`config.mk`:
```
export PLATFORM = sky130hd
export DESIGN_NAME = pipe_stage_skid
export DESIGN_NICKNAME = d
export VERILOG_FILES = /design/src/rtl/pipe_stage_skid.sv
export SDC_FILE = /design/constraint.sdc
export NUM_CORES = 1
export LEC_CHECK = 0
export CAP_MARGIN = 20
export CELL_PAD_IN_SITES_DETAIL_PLACEMENT = 1
export CELL_PAD_IN_SITES_GLOBAL_PLACEMENT = 1
export CORE_AREA = 2 2 169 212
export CTS_CLUSTER_SIZE = 30
export DETAILED_ROUTE_END_ITERATION = 6
export DIE_AREA = 0 0 171 214
export PLACE_DENSITY_LB_ADDON = 0.1
export SYNTH_ARGS = -nofsm -noshare
export SYNTH_HDL_FRONTEND = slang
export SYNTH_SLANG_ARGS = --single-unit
export TNS_END_PERCENT = 50
```
`constraint.sdc`:
```
create_clock -name clk -period 2.2 [get_ports clk]
set_input_delay 0.22 -clock clk [delete_from_list [all_inputs] [get_ports clk]]
set_output_delay 0.22 -clock clk [all_outputs]
set_load 0.005 [all_outputs]
```
`src/rtl/pipe_stage_skid.sv`:
```
`default_nettype none
// ============================================================================
// Module   : pipe_stage_skid
// Brief    : Generic valid/ready pipeline stage with flush, back-pressure and
//            an optional 2-entry skid buffer.
// Revision : 1.0 - initial release
// ============================================================================
module pipe_stage_skid #(
    parameter int CTRL_W = 16,
    parameter int DATA_W = 128,
    parameter int SKID   = 1
) (
    input  logic              clk,
    input  logic              reset,
    input  logic              in_valid,
    output logic              in_ready,
    input  logic [CTRL_W-1:0] in_ctrl,
    input  logic [DATA_W-1:0] in_data,
    input  logic              flush,
    output logic              out_valid,
    input  logic              out_ready,
    output logic [CTRL_W-1:0] out_ctrl,
    output logic [DATA_W-1:0] out_data,
    output logic [1:0]        occupancy,
    output logic              reset_out
);

    typedef enum logic [1:0] {
        ST_EMPTY = 2'd0,
        ST_FULL1 = 2'd1,
        ST_FULL2 = 2'd2
    } state_t;

    state_t            r_state;
    state_t            w_state_nxt;
    logic              w_in_fire;
    logic              w_load_main;
    logic              w_load_skid;
    logic              w_pop_skid;
    logic [CTRL_W-1:0] r_main_ctrl;
    logic [DATA_W-1:0] r_main_data;
    logic [CTRL_W-1:0] w_skid_ctrl;
    logic [DATA_W-1:0] w_skid_data;
    logic              r_reset_out;

    assign out_valid = (r_state != ST_EMPTY);

    // With the skid buffer, ready is a pure decode of the state flops so no
    // combinational path runs from out_ready back to in_ready.
    generate
        if (SKID != 0) begin : g_ready_reg
            assign in_ready = reset & (r_state != ST_FULL2);
        end else begin : g_ready_comb
            assign in_ready = reset & (~out_valid | out_ready);
        end
    endgenerate

    assign w_in_fire = in_valid & in_ready;

    always_comb begin
        w_state_nxt = r_state;
        w_load_main = 1'b0;
        w_load_skid = 1'b0;
        w_pop_skid  = 1'b0;
        case (r_state)
            ST_EMPTY: begin
                if (w_in_fire) begin
                    w_state_nxt = ST_FULL1;
                    w_load_main = 1'b1;
                end
            end
            ST_FULL1: begin
                if (w_in_fire && out_ready) begin
                    w_load_main = 1'b1;
                end else if (w_in_fire) begin
                    w_state_nxt = ST_FULL2;
                    w_load_skid = 1'b1;
                end else if (out_ready) begin
                    w_state_nxt = ST_EMPTY;
                end
            end
            ST_FULL2: begin
                if (out_ready) begin
                    w_state_nxt = ST_FULL1;
                    w_pop_skid  = 1'b1;
                end
            end
            default: w_state_nxt = ST_EMPTY;
        endcase
        if (flush) begin
            w_state_nxt = ST_EMPTY;
            w_load_main = 1'b0;
            w_load_skid = 1'b0;
            w_pop_skid  = 1'b0;
        end
    end

    always_ff @(posedge clk) begin
        if (!reset) begin
            r_state <= ST_EMPTY;
        end else begin
            r_state <= w_state_nxt;
        end
    end

    always_ff @(posedge clk) begin
        if (!reset) begin
            r_main_ctrl <= '0;
            r_main_data <= '0;
        end else if (flush) begin
            r_main_ctrl <= '0;
        end else if (w_load_main) begin
            r_main_ctrl <= in_ctrl;
            r_main_data <= in_data;
        end else if (w_pop_skid) begin
            r_main_ctrl <= w_skid_ctrl;
            r_main_data <= w_skid_data;
        end
    end

    generate
        if (SKID != 0) begin : g_skid
            logic [CTRL_W-1:0] r_skid_ctrl;
            logic [DATA_W-1:0] r_skid_data;

            always_ff @(posedge clk) begin
                if (!reset) begin
                    r_skid_ctrl <= '0;
                    r_skid_data <= '0;
                end else if (flush) begin
                    r_skid_ctrl <= '0;
                end else if (w_load_skid) begin
                    r_skid_ctrl <= in_ctrl;
                    r_skid_data <= in_data;
                end
            end

            assign w_skid_ctrl = r_skid_ctrl;
            assign w_skid_data = r_skid_data;
        end else begin : g_no_skid
            assign w_skid_ctrl = '0;
            assign w_skid_data = '0;
        end
    endgenerate

    always_ff @(posedge clk) begin
        if (!reset) begin
            r_reset_out <= 1'b0;
        end else begin
            r_reset_out <= 1'b1;
        end
    end

    assign out_ctrl  = out_valid ? r_main_ctrl : '0;
    assign out_data  = r_main_data;
    assign occupancy = r_state;
    assign reset_out = r_reset_out;

endmodule
`default_nettype wire

```
==> out/metrics.yaml <==
outcome:
  status: "completed"
critical_path:
  critPathTopFamily: "buffers and inverters"
  startpoint_type: "flop"
  critPathKind: "reg2out"
  critPathMaxFanout: 17
  cp_slowest_cell: "clkdlybuf4s50_1"
  cp.required_ps: 1980
  max_stage_delay_ps: 530
  crit_path_end_kind: "primary output"
  worstPathArrival_ps: 1910
  crit_buf_inv: 2
  path_cells: "nor2_1 > buf_4 > nor2b_1 > clkdlybuf4s50_1"
  r2r_cells: 5
  path_depth: 4
clock_network:
  clock_path_buffers: 3
  post-cts-setup-buffer-count: 0
  root_buffer: "clkbuf_16"
  cts_buffers: 31
  cts.sinks: 291
  clk_latency_ps: 560
  cts_tree: "done"
  cts_max_level: 1
  clkTransAtPathRegs_ps: 70
global_route:
  track_usage_pct: 26.0
  grt_pass1_wl_um: 76900
  antenna_found_initial: 4
  grt_remaining_overflow: 0
  grt_pass1_vias: 13600
  grt_start_max_net_pins: 146
detailed_routing:
  wl_um: 48900
  ant_nets: 0
  wire_per_inst_um: 22.1
  via_count: 13000
  first_pass_iters: 5
  drt-initial-drc-count: 949
  drc: 0
  via_per_inst: 5.87
die:
  io_pins: 298
  dieArea_mm2: 0.0366
  rows: 76
  chipWidth_um: 171
  dieHeight_um: 214
  initial_core_util_pct: 35.6
  fp.coreArea_mm2: 0.0344
final_layout:
  fin_nets: 1866
  drive_above_1_share_pct: 6.66
  final_common_cell: "clkdlybuf4s50_1"
  syn2layout_area_growth_pct: 38.0
  final_util_pct: 49.2
  num-fill-cells: 4007
  layout.cells.non_filler: 2213
  final_cell_mix: "clkdlybuf4s50_1 (295), nand2_1 (290), dfxtp_1 (290), a21oi_1 (148)"
logic_synthesis:
  mappedNetlistArea_mm2: 0.0123
  ys_async_sr_fraction_pct: 0
  synth_edf_count: 0
  synth_sequential_area_ratio_pct: 47.5
  yosys.cell_types.count: 25
  synth_nets: 1679
  synth_flop_cell: "dfxtp_1"
  ys_ff_latch: 291
  yosys_warnings: 0
  syn_area_per_cell_um2: 8.02
  syn_inst: 1530
sta:
  post-route-min-period_ps: 2130
  hold_violations: 0
  min_period_over_period_pct: 96.8
  finalClockSkew_ps: 10.6
  fmax_ghz: 0.469
  rsz0062_at_grt: "yes"
  slew_headroom_pct: 52.5
  setup_viol: 0
  worst_pin_slew_ps: 712
  drv_slew: 0
placed_design:
  gp_congestion: 0.752
  dp_hpwl_um: 28100
  portBuffers: 297
  dpl.cell_count: 2151
worst_hold_path:
  hold_class: "in2reg"
  hold_depth: 3
power:
  irDropWorstVdd_mv: 0.534
  power_density_mw_per_mm2: 730
  fin_total_pwr_mw: 12.3
  p_leak_nw: 5.26
job:
  drv_cap: 0
worst paths after layout:
kind / slack (ps) / from / end
hold reg to reg: 470 / out_data[93] / out_data[93]
hold / removal: 80 / flush / out_data[125]
setup / recovery: 70 / occupancy[0] / out_ctrl[0]
setup reg to reg: 510 / occupancy[1] / out_data[77]
tightest hold or removal path, delay by kind of cell:
family / cells / cell delay, ps
compound gates: 2 / 230
buf+inv: 1 / 170
per-layer routing:
metal | wire, µm | global-route usage (%) | vias to the layer above
li1 | - | - | 5990
met1 | 20700 | 32.7 | 6524
met2 | 23700 | 44.2 | 406
met3 | 2950 | 4.77 | 78
met4 | 1490 | 8.95 | 0
met5 | 0 | 0 | -
report_power, final:
group          switching [mW]  total, mW  internal, mW  leakage, nW
clock                    2.26       5.47          3.21        0.523
combinational           0.726       1.39         0.661         2.37
sequential             0.0838       5.49          5.40         2.36
timing repair:
action	4_1_cts	5_1_grt
hold buffers	1	0
endpoints found under the hold margin	1	0
resized for setup	3	0
setup endpoints to repair	16	4
cell usage after synthesis, types with 2 or more instances:
library cell    n  share of area [%]
o41ai_1       128                9.1
clkbuf_1      152                4.7
buf_2          27                1.1
nand2_1       290                8.9
inv_1           2              0.061
nand2b_1        2               0.10
nor2b_1        18               0.92
o31ai_1        16               0.98
dfxtp_1       291                 48
a31oi_1       144                7.3
o21ai_1        11               0.45
a21oi_1       148                6.0
nand4bb_1       2               0.18
nand3_1       144                5.9
buf_1           6               0.18
buf_6           7               0.64
o21ai_0       133                5.4
nor2_1          2              0.061
state kept, by name, indices dropped and copies added, names as in the netlist:
name and flops:
g_skid.r_skid_ctrl 16, g_skid.r_skid_data 128, occupancy 2, out_data 128
r_main_ctrl 16, reset_out 1
layout make-up:
class / count / area [µm²] / share of cell area [%]
Inverter: 3 / 13.8 / 0.0813
Clock inverter: 17 / 190 / 1.12
Clock buffer: 40 / 860 / 5.08
Sequential cell: 291 / 5830 / 34.4
Tap cell: 468 / 586 / 3.46
Timing Repair Buffer: 346 / 3730 / 22.0
Multi-Input combinational cell: 1044 / 5710 / 33.7
Antenna cell: 4 / 10.0 / 0.0591
cell families (layout without fill, tap and decap cells):
group,after synthesis,after routing,synth area share (%)
AOI/OAI and AO/OA,581,581,29.4
buffers and inverters,195,406,6.67
DFF,291,291,47.5
other,0,4,0
and+or+nand+nor,463,463,16.4
stage by stage:
stage | worst slack (ps) | setup TNS [ps] | hold WS, ps | cell area, µm²
2_1_floorplan | 589 | 0 | 248 | 12300
3_3_place_gp | 274 | 0 | 451 | 15800
3_5_place_dp | 201 | 0 | 461 | 15800
4_1_cts | 21.9 | 0 | 62.8 | 16900
5_1_grt | -12.1 | -41.4 | 88.2 | 16900
6_report | 69.7 | 0 | 84.6 | 16900
Power figures use the tool's default switching activity.
